**src/rtl/ysyx_25040109_lsu.sv**
```systemverilog
// Multi-cycle load/store unit: one word-bus transaction per load/store with lane steering
// and load extension; all other instructions pass straight through to write-back.
module ysyx_25040109_lsu (
  input  logic        clk,
  input  logic        rst,
  input  logic        in_valid,
  output logic        in_ready,
  input  logic [6:0]  in_opcode,
  input  logic [2:0]  in_funct3,
  input  logic [31:0] in_addr,
  input  logic [31:0] in_wdata,
  input  logic [4:0]  in_rd_addr,
  input  logic        in_reg_write,
  output logic        mem_valid,
  input  logic        mem_ready,
  output logic [31:0] mem_addr,
  output logic        mem_wen,
  output logic [31:0] mem_wdata,
  output logic [3:0]  mem_wmask,
  input  logic        mem_rvalid,
  input  logic [31:0] mem_rdata,
  output logic        out_valid,
  input  logic        out_ready,
  output logic [31:0] out_result,
  output logic [4:0]  out_rd_addr,
  output logic        out_reg_write,
  output logic        out_fault
);

  localparam logic [1:0] StIdle = 2'd0;
  localparam logic [1:0] StReq  = 2'd1;
  localparam logic [1:0] StWait = 2'd2;
  localparam logic [1:0] StDone = 2'd3;

  localparam logic [6:0] OpLoad  = 7'b0000011;
  localparam logic [6:0] OpStore = 7'b0100011;

  logic [1:0]  state_q;
  logic        is_load_q;
  logic [2:0]  funct3_q;
  logic [31:0] addr_q;
  logic        reg_write_q;

  logic        is_load, is_store, legal_f3, misaligned, fault;
  logic [31:0] st_wdata;
  logic [3:0]  st_mask;
  logic [31:0] shifted;
  logic [31:0] ld_data;

  assign in_ready = (state_q == StIdle) && !rst;

  // Decode of the instruction presented this cycle.
  always_comb begin
    is_load  = (in_opcode == OpLoad);
    is_store = (in_opcode == OpStore);
    legal_f3 = 1'b0;
    if (is_load) begin
      legal_f3 = (in_funct3 == 3'b000) || (in_funct3 == 3'b001) || (in_funct3 == 3'b010) ||
                 (in_funct3 == 3'b100) || (in_funct3 == 3'b101);
    end else if (is_store) begin
      legal_f3 = (in_funct3 == 3'b000) || (in_funct3 == 3'b001) || (in_funct3 == 3'b010);
    end
    misaligned = 1'b0;
    unique case (in_funct3[1:0])
      2'b01:   misaligned = in_addr[0];
      2'b10:   misaligned = |in_addr[1:0];
      default: misaligned = 1'b0;
    endcase
    fault = (is_load || is_store) && (!legal_f3 || misaligned);

    st_wdata = in_wdata;
    st_mask  = 4'b1111;
    unique case (in_funct3[1:0])
      2'b00: begin
        st_wdata = {4{in_wdata[7:0]}};
        st_mask  = 4'b0001 << in_addr[1:0];
      end
      2'b01: begin
        st_wdata = {2{in_wdata[15:0]}};
        st_mask  = 4'b0011 << {in_addr[1], 1'b0};
      end
      default: begin
        st_wdata = in_wdata;
        st_mask  = 4'b1111;
      end
    endcase
  end

  // Load formatting uses the latched address offset and size.
  always_comb begin
    shifted = mem_rdata >> {addr_q[1:0], 3'b000};
    ld_data = mem_rdata;
    unique case (funct3_q)
      3'b000:  ld_data = {{24{shifted[7]}}, shifted[7:0]};
      3'b100:  ld_data = {24'd0, shifted[7:0]};
      3'b001:  ld_data = {{16{shifted[15]}}, shifted[15:0]};
      3'b101:  ld_data = {16'd0, shifted[15:0]};
      default: ld_data = mem_rdata;
    endcase
  end

  always_ff @(posedge clk) begin
    if (rst) begin
      state_q       <= StIdle;
      is_load_q     <= 1'b0;
      funct3_q      <= 3'd0;
      addr_q        <= 32'd0;
      reg_write_q   <= 1'b0;
      mem_valid     <= 1'b0;
      mem_addr      <= 32'd0;
      mem_wen       <= 1'b0;
      mem_wdata     <= 32'd0;
      mem_wmask     <= 4'd0;
      out_valid     <= 1'b0;
      out_result    <= 32'd0;
      out_rd_addr   <= 5'd0;
      out_reg_write <= 1'b0;
      out_fault     <= 1'b0;
    end else begin
      unique case (state_q)
        StIdle: begin
          if (in_valid) begin
            is_load_q   <= is_load;
            funct3_q    <= in_funct3;
            addr_q      <= in_addr;
            reg_write_q <= in_reg_write;
            out_rd_addr <= in_rd_addr;
            if ((is_load || is_store) && !fault) begin
              state_q   <= StReq;
              mem_valid <= 1'b1;
              mem_addr  <= {in_addr[31:2], 2'b00};
              mem_wen   <= is_store;
              mem_wdata <= is_store ? st_wdata : 32'd0;
              mem_wmask <= is_store ? st_mask : 4'd0;
            end else begin
              state_q       <= StDone;
              out_valid     <= 1'b1;
              out_result    <= fault ? 32'd0 : in_addr;
              out_reg_write <= fault ? 1'b0 : in_reg_write;
              out_fault     <= fault;
            end
          end
        end
        StReq: begin
          if (mem_ready) begin
            mem_valid <= 1'b0;
            state_q   <= StWait;
          end
        end
        StWait: begin
          if (mem_rvalid) begin
            state_q       <= StDone;
            out_valid     <= 1'b1;
            out_result    <= is_load_q ? ld_data : addr_q;
            out_reg_write <= is_load_q && reg_write_q;
            out_fault     <= 1'b0;
          end
        end
        default: begin
          if (out_ready) begin
            out_valid <= 1'b0;
            state_q   <= StIdle;
          end
        end
      endcase
    end
  end

endmodule

```
**config.mk**
```make
export PLATFORM = sky130hd
export DESIGN_NAME = ysyx_25040109_lsu
export DESIGN_NICKNAME = d
export VERILOG_FILES = /design/src/rtl/ysyx_25040109_lsu.sv
export SDC_FILE = /design/constraint.sdc
export NUM_CORES = 1
export LEC_CHECK = 0
export BUFFER_PORTS_ARGS = -buffer_cell sky130_fd_sc_hd__buf_2
export CAP_MARGIN = 20
export CORE_AREA = 3 3 122 124
export DETAILED_ROUTE_END_ITERATION = 6
export DIE_AREA = 0 0 125 127
export PLACE_DENSITY = 0.86
export SYNTH_ARGS = -nofsm -noshare
export SYNTH_HDL_FRONTEND = slang
export SYNTH_SLANG_ARGS = --single-unit
```
**constraint.sdc**
```tcl
create_clock -name clk -period 3.5 [get_ports clk]
set_input_delay 0.525 -clock clk [delete_from_list [all_inputs] [get_ports clk]]
set_output_delay 0.525 -clock clk [all_outputs]
set_load 0.01 [all_outputs]
```
==> run metrics <==
outcome=finished clean; detailed placer's ending HPWL=between 15000 and 20000 um; ANT nets after route=0; grt ovf=0; top cells by area, synth=dfxtp_1, nand2_1, a21oi_1; clk slew on worst S/H paths=~70 ps; routed vias=7187; cell family with most CP delay=compound AO/OA/AOI/OAI gates; Hold Path Class=in2reg; Placer Congestion=just over 0.9; fin crit share=0.7966; H-tree level count=4; clock root cell=clkbuf_16; ys flop type=dfxtp_1; first-pass GRT wire length=34590 um; clock latency on the worst-skew pair=around 420 ps; Hold Path Origin=mem_ready; final core utilization=0.6226; sequential element share of the synthesized area=0.4316; instance count on the critical path=8; Resized Gates After CTS=0; flops & latches, synth=147; Critical Path Max Stage Delay=600 ps; largest net degree at the start of global routing=50; Sinks on Clock Net=approximately 150; initial antenna violation count=1; Nets=between 1000 and 1500; syn avg cell area=between 8 and 9 um2; setup TNS=0 ps; share of flip-flops with an asynchronous set or reset=0; crit path DAT=3140 ps; Clock Path Buffers=2; GR Util All Layers=0.2674; Wirelength per Cell=roughly 18 um; max cap viols=0; Setup WS post-layout=slightly above 700 ps; Setup crit end kind=flop; Die H=~130 um; Cell Chain, Critical Path=inv_1 > ha_1 > inv_1 > o22ai_1 > a311o_1 > buf_4 > a31oi_1 > a21oi_1; Max Freq=approximately 360 MHz; Max stage delay cell, worst path=a311o_1; TritonCTS clock tree=yes; area of the mapped netlist=6818 um2; Slew Viols, Final=0; # setup viols final=0; EDFF count, synth=0; share of post-route cells with drive strength above 1=0.2800; setup bufs post-CTS=0; DIE AREA=about 16000 um2; power per cell area=about 660 nW/um2; count leader, synth=nand2_1; Data required, critical path=3860 ps; Initial DRC Count=approximately 950; final wirelength=between 20000 and 25000 um; CP Class=reg2reg; Distinct cells, synth=53; RSZ-0062 raised after global routing=false; Final Critical Period=~2800 ps; Synth area leader=dfxtp_1; Num CTS Buffers=17; die width=roughly 130 um; Register-to-Register Path Depth=8; Min-Delay Path Depth=2; r2r startpoint=state_q[0]; worst slew pin tran=roughly 1000 ps; Critical path origin=state_q[0]; Mapped Cells=around 840; share of the synthesized area in the top cell type=0.4316; initial core utilization=0.4912; area grow syn2layout=26.76%; Max Clock Skew=around 8.5 ps; Pre-Repair DR Iteration Count=6; Crit Path Max Fanout=18; vias in the first global route=about 6600; Buf/Inv on CP=3; IO Count=229; Fin. Hold Viols=0; vias per std cell=just under 6; Rel. slew slack=0.2967; Worst path most repeated cell=inv_1; detailed-route DRC error count=0; startpoint types=flop; # rows=43; cts hold-fix bufs=0; PortBufs=226; top cells by count, synth=nand2_1, dfxtp_1, a21oi_1, clkbuf_1, o21ai_0; worst ir drop on vdd=0.3896 mV; Ys Warns=0; Core ar.=13880 um2; pre-CTS WS=roughly 430 ps; static leakage=~3.7 nW
area by class of cell:
cell class | instances | area (um2)
fillers | 1227 | 5239
multi-input cells | 595 | 3518
flip-flops and latches | 147 | 2943
repair buffers | 248 | 1296
clock buffers | 17 | 425.4
well taps | 180 | 225.2
clock inverters | 15 | 150.1
inverters | 21 | 78.83
diodes | 2 | 5.005
power by group:
part | internal, W | switching [W] | leakage, nW | total (W)
clock | 0.000998 | 0.000771 | 0.275 | 0.00177
sequential | 0.00195 | 0.000187 | 1.20 | 0.00213
combinational | 0.000654 | 0.00111 | 2.26 | 0.00176
state kept, by name, indices dropped and copies added (netlist names):
| register | cells |
|---|---|
| reg_write_q | 1 |
| out_valid | 1 |
| out_rd_addr | 5 |
| funct3_q | 3 |
| mem_valid | 1 |
| out_result | 32 |
| mem_wmask | 4 |
| mem_wen | 1 |
| addr_q | 32 |
| out_fault | 1 |
| mem_wdata | 32 |
| state_q | 2 |
| out_reg_write | 1 |
| mem_addr | 30 |
| is_load_q | 1 |
worst paths after layout:
kind,endpoint,slack (ps)
min reg2reg,mem_addr[8],450
max,out_result[12],710
max reg2reg,out_result[12],710
min,mem_valid,330
cell usage in the layout, fill, tap and decap left out, types with 5 or more instances in the layout:
cell type,synthesis,final
a21oi_1,108,108
a22o_1,10,10
a22oi_1,9,9
a2bb2oi_1,6,6
a311oi_1,20,19
a31oi_1,24,24
a32o_1,7,7
and3_1,5,5
buf_2,14,226
buf_4,3,22
clkbuf_16,0,17
dfxtp_1,147,147
ha_1,7,7
inv_1,21,21
mux2i_1,15,15
nand2_1,166,166
nand2b_1,7,7
nand3_1,16,16
nand3b_1,7,7
nor2_1,31,30
nor2b_1,11,11
nor3b_1,17,17
o211a_1,9,9
o21ai_0,41,41
o221ai_1,14,14
o2bb2ai_1,27,27
per-layer routing:
metal	part of all wire	global-route usage	vias up
li1	-	-	3397
met1	0.41	0.3512	3336
met2	0.47	0.4192	390
met3	0.093	0.07567	64
met4	0.031	0.1065	0
met5	0	0	-
metrics by stage:
| stage | instances | area (um2) | hold WS (ps) | total power, W |
|---|---|---|---|---|
| 3_3_place_gp | 1191 | 8061 | 437.3 | 0.003847 |
| 3_5_place_dp | 1191 | 8061 | 442.1 | 0.003880 |
| 5_1_grt | 1224 | 8640 | 335.1 | 0.005972 |
| 6_report | 1225 | 8642 | 328.1 | 0.005666 |
| 2_1_floorplan | 839 | 6822 | 431.5 | 0.003240 |
| 4_1_cts | 1223 | 8637 | 313.2 | 0.005664 |
cell families (layout without fill, tap and decap cells):
group                      Yosys count  in the layout  share of synthesized area
AOI/OAI and AO/OA                  288            288                     0.2788
adders and majority gates            7              7                    0.01285
buffers and inverters               97            301                    0.05781
DFF                                147            147                     0.4316
muxes                               17             17                    0.02863
other                                1              4                  0.0005500
and+or+nand+nor                    281            281                     0.1898
Power figures use the tool's default switching activity.
